===== src/rtl/lcd_timing_pkg.sv =====
// Shared types and geometry helpers for the parallel-RGB LCD timing generator.
package lcd_timing_pkg;

  // Controller run state. IDLE holds every output at its parked value.
  typedef enum logic [1:0] {
    ST_IDLE     = 2'd0,
    ST_RUN      = 2'd1,
    ST_STOPPING = 2'd2
  } lcd_state_e;

  // Full period of one axis (sync + back porch + active + front porch).
  function automatic int calc_total(input int sync_w, input int bp, input int act, input int fp);
    return sync_w + bp + act + fp;
  endfunction

  // First visible position on an axis.
  function automatic int calc_vis_start(input int sync_w, input int bp);
    return sync_w + bp;
  endfunction

  // One past the last visible position on an axis.
  function automatic int calc_vis_end(input int sync_w, input int bp, input int act);
    return sync_w + bp + act;
  endfunction

endpackage


===== src/rtl/lcd_pix_clk_div.sv =====
// Pixel clock divider: phase counter, end-of-pixel tick and registered DCLK.
// The counter parks at 0 when not running or when cleared, so the first
// running cycle always starts a fresh pixel with DCLK low.
module lcd_pix_clk_div #(
  parameter int CLK_DIV = 4,
  parameter int CNT_W   = 2
) (
  input  logic             i_clk,
  input  logic             i_rst,
  input  logic             i_run,
  input  logic             i_clear,
  output logic [CNT_W-1:0] o_div_nxt,
  output logic             o_tick,
  output logic             o_dclk
);

  localparam logic [CNT_W-1:0] DIV_LAST = CNT_W'(CLK_DIV - 1);
  localparam logic [CNT_W-1:0] DIV_HALF = CNT_W'(CLK_DIV / 2);

  logic [CNT_W-1:0] r_div_cnt;
  logic             r_dclk;
  logic             w_tick;
  logic [CNT_W-1:0] w_div_nxt;

  // Tick on the last phase of a pixel; next phase wraps to 0 on tick or clear.
  always_comb begin
    w_tick    = i_run && (r_div_cnt == DIV_LAST);
    w_div_nxt = '0;
    if (i_run && !i_clear && !w_tick) begin
      w_div_nxt = r_div_cnt + CNT_W'(1);
    end
  end

  // Phase counter and DCLK, high during the second half of each pixel.
  always_ff @(posedge i_clk or posedge i_rst) begin
    if (i_rst) begin
      r_div_cnt <= '0;
      r_dclk    <= 1'b0;
    end else begin
      r_div_cnt <= w_div_nxt;
      r_dclk    <= (w_div_nxt >= DIV_HALF);
    end
  end

  assign o_div_nxt = w_div_nxt;
  assign o_tick    = w_tick;
  assign o_dclk    = r_dclk;

endmodule


===== src/rtl/lcd_timing_gen.sv =====
// Parametrised LCD timing generator: raster position counters, run/stop FSM
// and registered sync/DE/address decode. Every output register is loaded from
// the decode of the next (state, h, v, phase), so outputs always describe the
// position currently held in the counters.
module lcd_timing_gen
  import lcd_timing_pkg::*;
#(
  parameter int   H_SYNC   = 1,
  parameter int   H_BP     = 42,
  parameter int   H_ACTIVE = 480,
  parameter int   H_FP     = 8,
  parameter int   V_SYNC   = 10,
  parameter int   V_BP     = 2,
  parameter int   V_ACTIVE = 272,
  parameter int   V_FP     = 4,
  parameter int   CLK_DIV  = 4,
  parameter logic HS_POL   = 1'b0,
  parameter logic VS_POL   = 1'b0,
  parameter bit   DE_MODE  = 1'b0,
  parameter int   ADDR_W   = 17
) (
  input  logic              i_clk,
  input  logic              i_rst,
  input  logic              i_en,
  output logic              o_dclk,
  output logic              o_hsync,
  output logic              o_vsync,
  output logic              o_de,
  output logic              o_disp,
  output logic              o_pix_active,
  output logic [ADDR_W-1:0] o_raddr,
  output logic [ADDR_W-1:0] o_raddr_max,
  output logic [15:0]       o_disp_width,
  output logic              o_frame_start,
  output logic              o_busy
);

  localparam int H_TOTAL = calc_total(H_SYNC, H_BP, H_ACTIVE, H_FP);
  localparam int V_TOTAL = calc_total(V_SYNC, V_BP, V_ACTIVE, V_FP);
  localparam int H_W     = $clog2(H_TOTAL + 1);
  localparam int V_W     = $clog2(V_TOTAL + 1);
  localparam int DIV_W   = $clog2(CLK_DIV);

  localparam logic [H_W-1:0] H_LAST    = H_W'(H_TOTAL - 1);
  localparam logic [V_W-1:0] V_LAST    = V_W'(V_TOTAL - 1);
  localparam logic [H_W-1:0] H_SYNC_E  = H_W'(H_SYNC);
  localparam logic [V_W-1:0] V_SYNC_E  = V_W'(V_SYNC);
  localparam logic [H_W-1:0] H_VIS_S   = H_W'(calc_vis_start(H_SYNC, H_BP));
  localparam logic [H_W-1:0] H_VIS_E   = H_W'(calc_vis_end(H_SYNC, H_BP, H_ACTIVE));
  localparam logic [V_W-1:0] V_VIS_S   = V_W'(calc_vis_start(V_SYNC, V_BP));
  localparam logic [V_W-1:0] V_VIS_E   = V_W'(calc_vis_end(V_SYNC, V_BP, V_ACTIVE));

  lcd_state_e        r_state;
  lcd_state_e        w_state_nxt;
  logic [H_W-1:0]    r_h;
  logic [H_W-1:0]    w_h_nxt;
  logic [V_W-1:0]    r_v;
  logic [V_W-1:0]    w_v_nxt;
  logic [DIV_W-1:0]  w_div_nxt;
  logic              w_tick;
  logic              w_run;
  logic              w_clear;
  logic              w_end_tick;

  logic              w_act;
  logic              w_vis;
  logic              w_fs;
  logic              w_hs_on;
  logic              w_vs_on;
  logic [ADDR_W-1:0] w_raddr_nxt;

  logic              r_hsync;
  logic              r_vsync;
  logic              r_de;
  logic              r_disp;
  logic              r_pix_active;
  logic [ADDR_W-1:0] r_raddr;
  logic              r_frame_start;
  logic              r_busy;

  assign w_run      = (r_state != ST_IDLE);
  assign w_clear    = (w_state_nxt == ST_IDLE);
  assign w_end_tick = w_tick && (r_h == H_LAST) && (r_v == V_LAST);

  lcd_pix_clk_div #(
    .CLK_DIV (CLK_DIV),
    .CNT_W   (DIV_W)
  ) u_div (
    .i_clk     (i_clk),
    .i_rst     (i_rst),
    .i_run     (w_run),
    .i_clear   (w_clear),
    .o_div_nxt (w_div_nxt),
    .o_tick    (w_tick),
    .o_dclk    (o_dclk)
  );

  // State register.
  always_ff @(posedge i_clk or posedge i_rst) begin
    if (i_rst) r_state <= ST_IDLE;
    else       r_state <= w_state_nxt;
  end

  // Next state: a stop request only takes effect at the end of a frame, and a
  // renewed run request cancels it without disturbing the raster.
  always_comb begin
    w_state_nxt = r_state;
    case (r_state)
      ST_IDLE:     if (i_en) w_state_nxt = ST_RUN;
      ST_RUN:      if (!i_en) w_state_nxt = ST_STOPPING;
      ST_STOPPING: begin
        if (i_en)            w_state_nxt = ST_RUN;
        else if (w_end_tick) w_state_nxt = ST_IDLE;
      end
      default:     w_state_nxt = ST_IDLE;
    endcase
  end

  // Next raster position: advance on each pixel tick, park at (0,0) in IDLE.
  always_comb begin
    w_h_nxt = r_h;
    w_v_nxt = r_v;
    if (w_state_nxt == ST_IDLE) begin
      w_h_nxt = '0;
      w_v_nxt = '0;
    end else if (w_tick) begin
      if (r_h == H_LAST) begin
        w_h_nxt = '0;
        w_v_nxt = (r_v == V_LAST) ? '0 : r_v + V_W'(1);
      end else begin
        w_h_nxt = r_h + H_W'(1);
      end
    end
  end

  // Output decode of the next position; the address counts finished visible pixels.
  always_comb begin
    w_act   = (w_state_nxt != ST_IDLE);
    w_hs_on = w_act && (w_h_nxt < H_SYNC_E);
    w_vs_on = w_act && (w_v_nxt < V_SYNC_E);
    w_vis   = w_act && (w_h_nxt >= H_VIS_S) && (w_h_nxt < H_VIS_E) &&
              (w_v_nxt >= V_VIS_S) && (w_v_nxt < V_VIS_E);
    w_fs    = w_act && (w_h_nxt == '0) && (w_v_nxt == '0) && (w_div_nxt == '0);
    w_raddr_nxt = r_raddr;
    if (!w_act || w_fs) begin
      w_raddr_nxt = '0;
    end else if (w_tick && r_pix_active) begin
      w_raddr_nxt = r_raddr + ADDR_W'(1);
    end
  end

  // Position counters and registered panel outputs.
  always_ff @(posedge i_clk or posedge i_rst) begin
    if (i_rst) begin
      r_h           <= '0;
      r_v           <= '0;
      r_hsync       <= ~HS_POL;
      r_vsync       <= ~VS_POL;
      r_de          <= 1'b0;
      r_disp        <= 1'b0;
      r_pix_active  <= 1'b0;
      r_raddr       <= '0;
      r_frame_start <= 1'b0;
      r_busy        <= 1'b0;
    end else begin
      r_h           <= w_h_nxt;
      r_v           <= w_v_nxt;
      r_hsync       <= w_hs_on ? HS_POL : ~HS_POL;
      r_vsync       <= w_vs_on ? VS_POL : ~VS_POL;
      r_de          <= DE_MODE ? w_vis : 1'b0;
      r_disp        <= w_act;
      r_pix_active  <= w_vis;
      r_raddr       <= w_raddr_nxt;
      r_frame_start <= w_fs;
      r_busy        <= w_act;
    end
  end

  assign o_hsync       = r_hsync;
  assign o_vsync       = r_vsync;
  assign o_de          = r_de;
  assign o_disp        = r_disp;
  assign o_pix_active  = r_pix_active;
  assign o_raddr       = r_raddr;
  assign o_raddr_max   = ADDR_W'(H_ACTIVE * V_ACTIVE);
  assign o_disp_width  = 16'(H_ACTIVE);
  assign o_frame_start = r_frame_start;
  assign o_busy        = r_busy;

endmodule


===== config.mk =====
export PLATFORM = sky130hd
export DESIGN_NAME = lcd_timing_gen
export DESIGN_NICKNAME = d
export VERILOG_FILES = /design/src/rtl/lcd_timing_pkg.sv /design/src/rtl/lcd_pix_clk_div.sv /design/src/rtl/lcd_timing_gen.sv
export SDC_FILE = /design/constraint.sdc
export NUM_CORES = 1
export LEC_CHECK = 0
export CAP_MARGIN = 20
export CORE_MARGIN = 2
export CORE_UTILIZATION = 47
export CTS_CLUSTER_DIAMETER = 200
export CTS_CLUSTER_SIZE = 28
export DETAILED_ROUTE_END_ITERATION = 10
export GPL_TIMING_DRIVEN = 0
export PLACE_DENSITY_LB_ADDON = 0.25
export SETUP_SLACK_MARGIN = 0.4
export SLEW_MARGIN = 0
export SYNTH_ARGS = -nofsm -noshare
export SYNTH_HDL_FRONTEND = slang
export SYNTH_SLANG_ARGS = --single-unit

===== constraint.sdc =====
create_clock -name i_clk -period 3 [get_ports i_clk]
set_clock_uncertainty 0.2 [all_clocks]
set_input_delay 0.45 -clock i_clk [delete_from_list [all_inputs] [get_ports i_clk]]
set_output_delay 0.45 -clock i_clk [all_outputs]
set_load 0.05 [all_outputs]

==> results.yml <==
drt:
  wl_per_cell_um: 13.35
  drc: 0
  first_iter_violations: 131
  postRouteAntennaNets: 0
  avgViaCountPerCell: 5.225
  num_vias: 2602
  drtPass1Iterations: 4
  wl_um: 6647
logic_synthesis:
  netlist_top_cells_area: "dfrtp_1 (37%), buf_4 (9.1%), nor2_1 (6.7%)"
  synth_top_cell_by_area: "dfrtp_1"
  synth_top_area_share_pct: 37.24
  syn_avg_cell_area_um2: 8.799
  synth-seq-area-share_pct: 39.02
  synth_warnings: 0
  async_flop_share_pct: 100.0
  syn_area_um2: 2957
  synth_top_cells_by_count: "nor2_1 (53), dfrtp_1 (44), buf_4 (36), nand2_1 (20), nand3_1 (19)"
  yosysMostFrequentCell: "nor2_1"
  synth_seq_cells: 46
  ys.flop_type: "dfrtp_1"
  synth_edf_count: 0
  netlist_instances: 336
  ys_types: 54
clock_network:
  max-clock-path-buffers: 2
  insertion_delay_ns: 0.30
  clk_pin_slew_worst_paths_ns: 0.09
  cts_sinks: 46
  cts_inserted_buffers: 5
  cts_hold_repair.buffers: 0
  cts-root-buf: "clkbuf_8"
  htreeDepth: 2
  cts_tree: "yes"
place:
  port_buffers: 26
  dp_hpwl_um: 4550
  postPlaceCellArea_um2: 3488
  gp_congestion: 0.8679
  pre_cts_slack_ns: -0.2127
global_route:
  first_global_vias: 2333
  gr-total-overflow: 0
  grt_pass1_wl_um: 10880
  grt_max_degree: 36
  grtUsageTotal_pct: 18.77
  grt_antenna_before_repair: 0
timing:
  slew_headroom_pct: 61.53
  slew_violations: 0
  finalSetupViolations: 17
  rsz0062_at_grt: "true"
  hold_violations: 0
  worst_slew_pin_slew_ns: 0.5733
  timing.fmax_mhz: 326.5
  timing.final.ws_setup_ns: -0.06310
  min_period_ns: 3.063
  min_period_over_period_pct: 102.1
die:
  fp-row-count: 28
  core_um2: 5991
  start_util_pct: 49.35
  die_height_um: 83.32
  die_w_um: 83.32
  io_pins: 61
  die_area_um2: 6941
final_layout:
  fin_util_pct: 65.10
  nets: 430
  drive_above_1_share_pct: 26.95
  syn_to_final_growth_pct: 31.91
  fin_area_um2: 3900
  num_antenna_cells: 0
run_status:
  violations: "negative setup slack"
  status: "complete, but fails checks"
setup_path:
  critPathLaunchType: "register"
  cp-end-kind: "register"
  rr_endpoint: "o_raddr[14]$_DFFE_PP0P_"
  regToRegSetupSlack_ns: -0.06
  r2r_start: "r_h[0]$_DFF_PP0_"
  crit_path_max_fanout: 5
  worstSetupPathType: "reg2reg"
  crit_start: "r_h[0]$_DFF_PP0_"
  crit_arrival_ns: 3.06
  cp.required_ns: 3.00
  reg2regPathDepth: 12
pwr:
  power_density_nw_per_um2: 423.2
  p_leak_nw: 1.718
  vdd_drop_max_mv: 0.3428
run:
  drv_cap: 0
hold_path:
  min_path_type: "in2async"
[sequential cells by signal (all words and copies together), names as in the netlist, 2 cells and up]
signal / count
u_div.r_div_cnt: 2
r_state: 2
o_raddr: 17
r_h: 10
r_v: 9
[metal layers]
metal  vias up  wire [um]  global-route usage [%]  share of wire, %
li1       1267          -                       -                 -
met1      1232       3019                   25.33                45
met2        92       3159                   31.23                48
met3        11        380                   3.678               5.7
met4         0         88                   4.173               1.3
met5         -          0                       0                 0
[layout by cell type, fill, tap and decap left out, types with 5 or more instances in the layout]
cell / instances
buf_6: 8
conb_1: 34
nand2_1: 20
clkdlybuf4s50_1: 26
dfrtp_1: 43
nor2_2: 9
nand4_1: 14
clkbuf_1: 5
a21oi_1: 6
nor3_1: 7
inv_1: 10
nor2_1: 41
nand3_1: 17
and3_1: 5
buf_4: 50
xnor2_1: 15
o211ai_1: 5
xor2_1: 12
clkbuf_8: 6
[worst max-delay path by stage]
stage	cells after the start	to	slack [ns]
final	12	o_raddr[14]$_DFFE_PP0P_	-0.06
after global placement	12	o_raddr[13]$_DFFE_PP0P_	-0.20
after detailed placement	12	o_raddr[13]$_DFFE_PP0P_	-0.21
after global routing	11	o_raddr[14]$_DFFE_PP0P_	-0.15
after CTS	12	o_raddr[14]$_DFFE_PP0P_	-0.04
after floorplan	12	o_raddr[8]$_DFFE_PP0P_	0.09
[through the flow]
| stage | TNS (ns) | power, W | hold WS (ns) | std cells |
|---|---|---|---|---|
| 2_1_floorplan | 0 | 0.001022 | 0.2270 | 368 |
| 3_3_place_gp | -2.529 | 0.001105 | 0.2384 | 469 |
| 3_5_place_dp | -2.658 | 0.001114 | 0.2580 | 470 |
| 4_1_cts | -0.4541 | 0.001635 | 0.2015 | 489 |
| 5_1_grt | -2.463 | 0.001724 | 0.2180 | 498 |
| 6_report | -0.9199 | 0.001651 | 0.1981 | 498 |
[critical path: stages (launching register included)]
cell and delay (ns):
dfrtp_1 0.39, clkbuf_8 0.15, inv_6 0.06, ha_4 0.12
or3b_4 0.40, or4_4 0.42, buf_6 0.15, nor2_4 0.09
xnor2_2 0.14, nand4_1 0.19, o31ai_4 0.41, buf_4 0.19
nor2_1 0.04
[timing repair]
action	4_1_cts	5_1_grt
buffers inserted	10	9
pin swaps	3	11
resized for setup	6	34
endpoints found under the setup margin	32	31
cloned	1	0
[power breakdown]
group | switching, W | internal (W)
combinational | 0.000334 | 0.000174
clock | 0.000226 | 0.000250
sequential | 0.0000133 | 0.000653
total | 0.000574 | 0.00108
[area by class of cell]
| type | count | area (um2) |
|---|---|---|
| clock buffer | 5 | 68.82 |
| buffer | 48 | 349.1 |
| tap | 75 | 93.84 |
| multi-input combinational | 261 | 1687 |
| clock inverter | 3 | 43.79 |
| sequential | 46 | 1155 |
| timing repair buffer | 47 | 449.2 |
| inverter | 13 | 53.80 |
| fill | 479 | 2091 |
[cell families after synthesis]
kind of cell,Yosys count,synth area share (%)
xor gates and xnor gates,29,8.591
AOI/OAI and AO/OA,46,11.76
and+or+nand+nor,144,24.38
buffers and inverters,61,12.78
adders and majority gates,5,2.116
muxes,3,1.100
other,2,0.2540
DFF,46,39.02
Note: power is estimated with default switching activity, not from simulation.
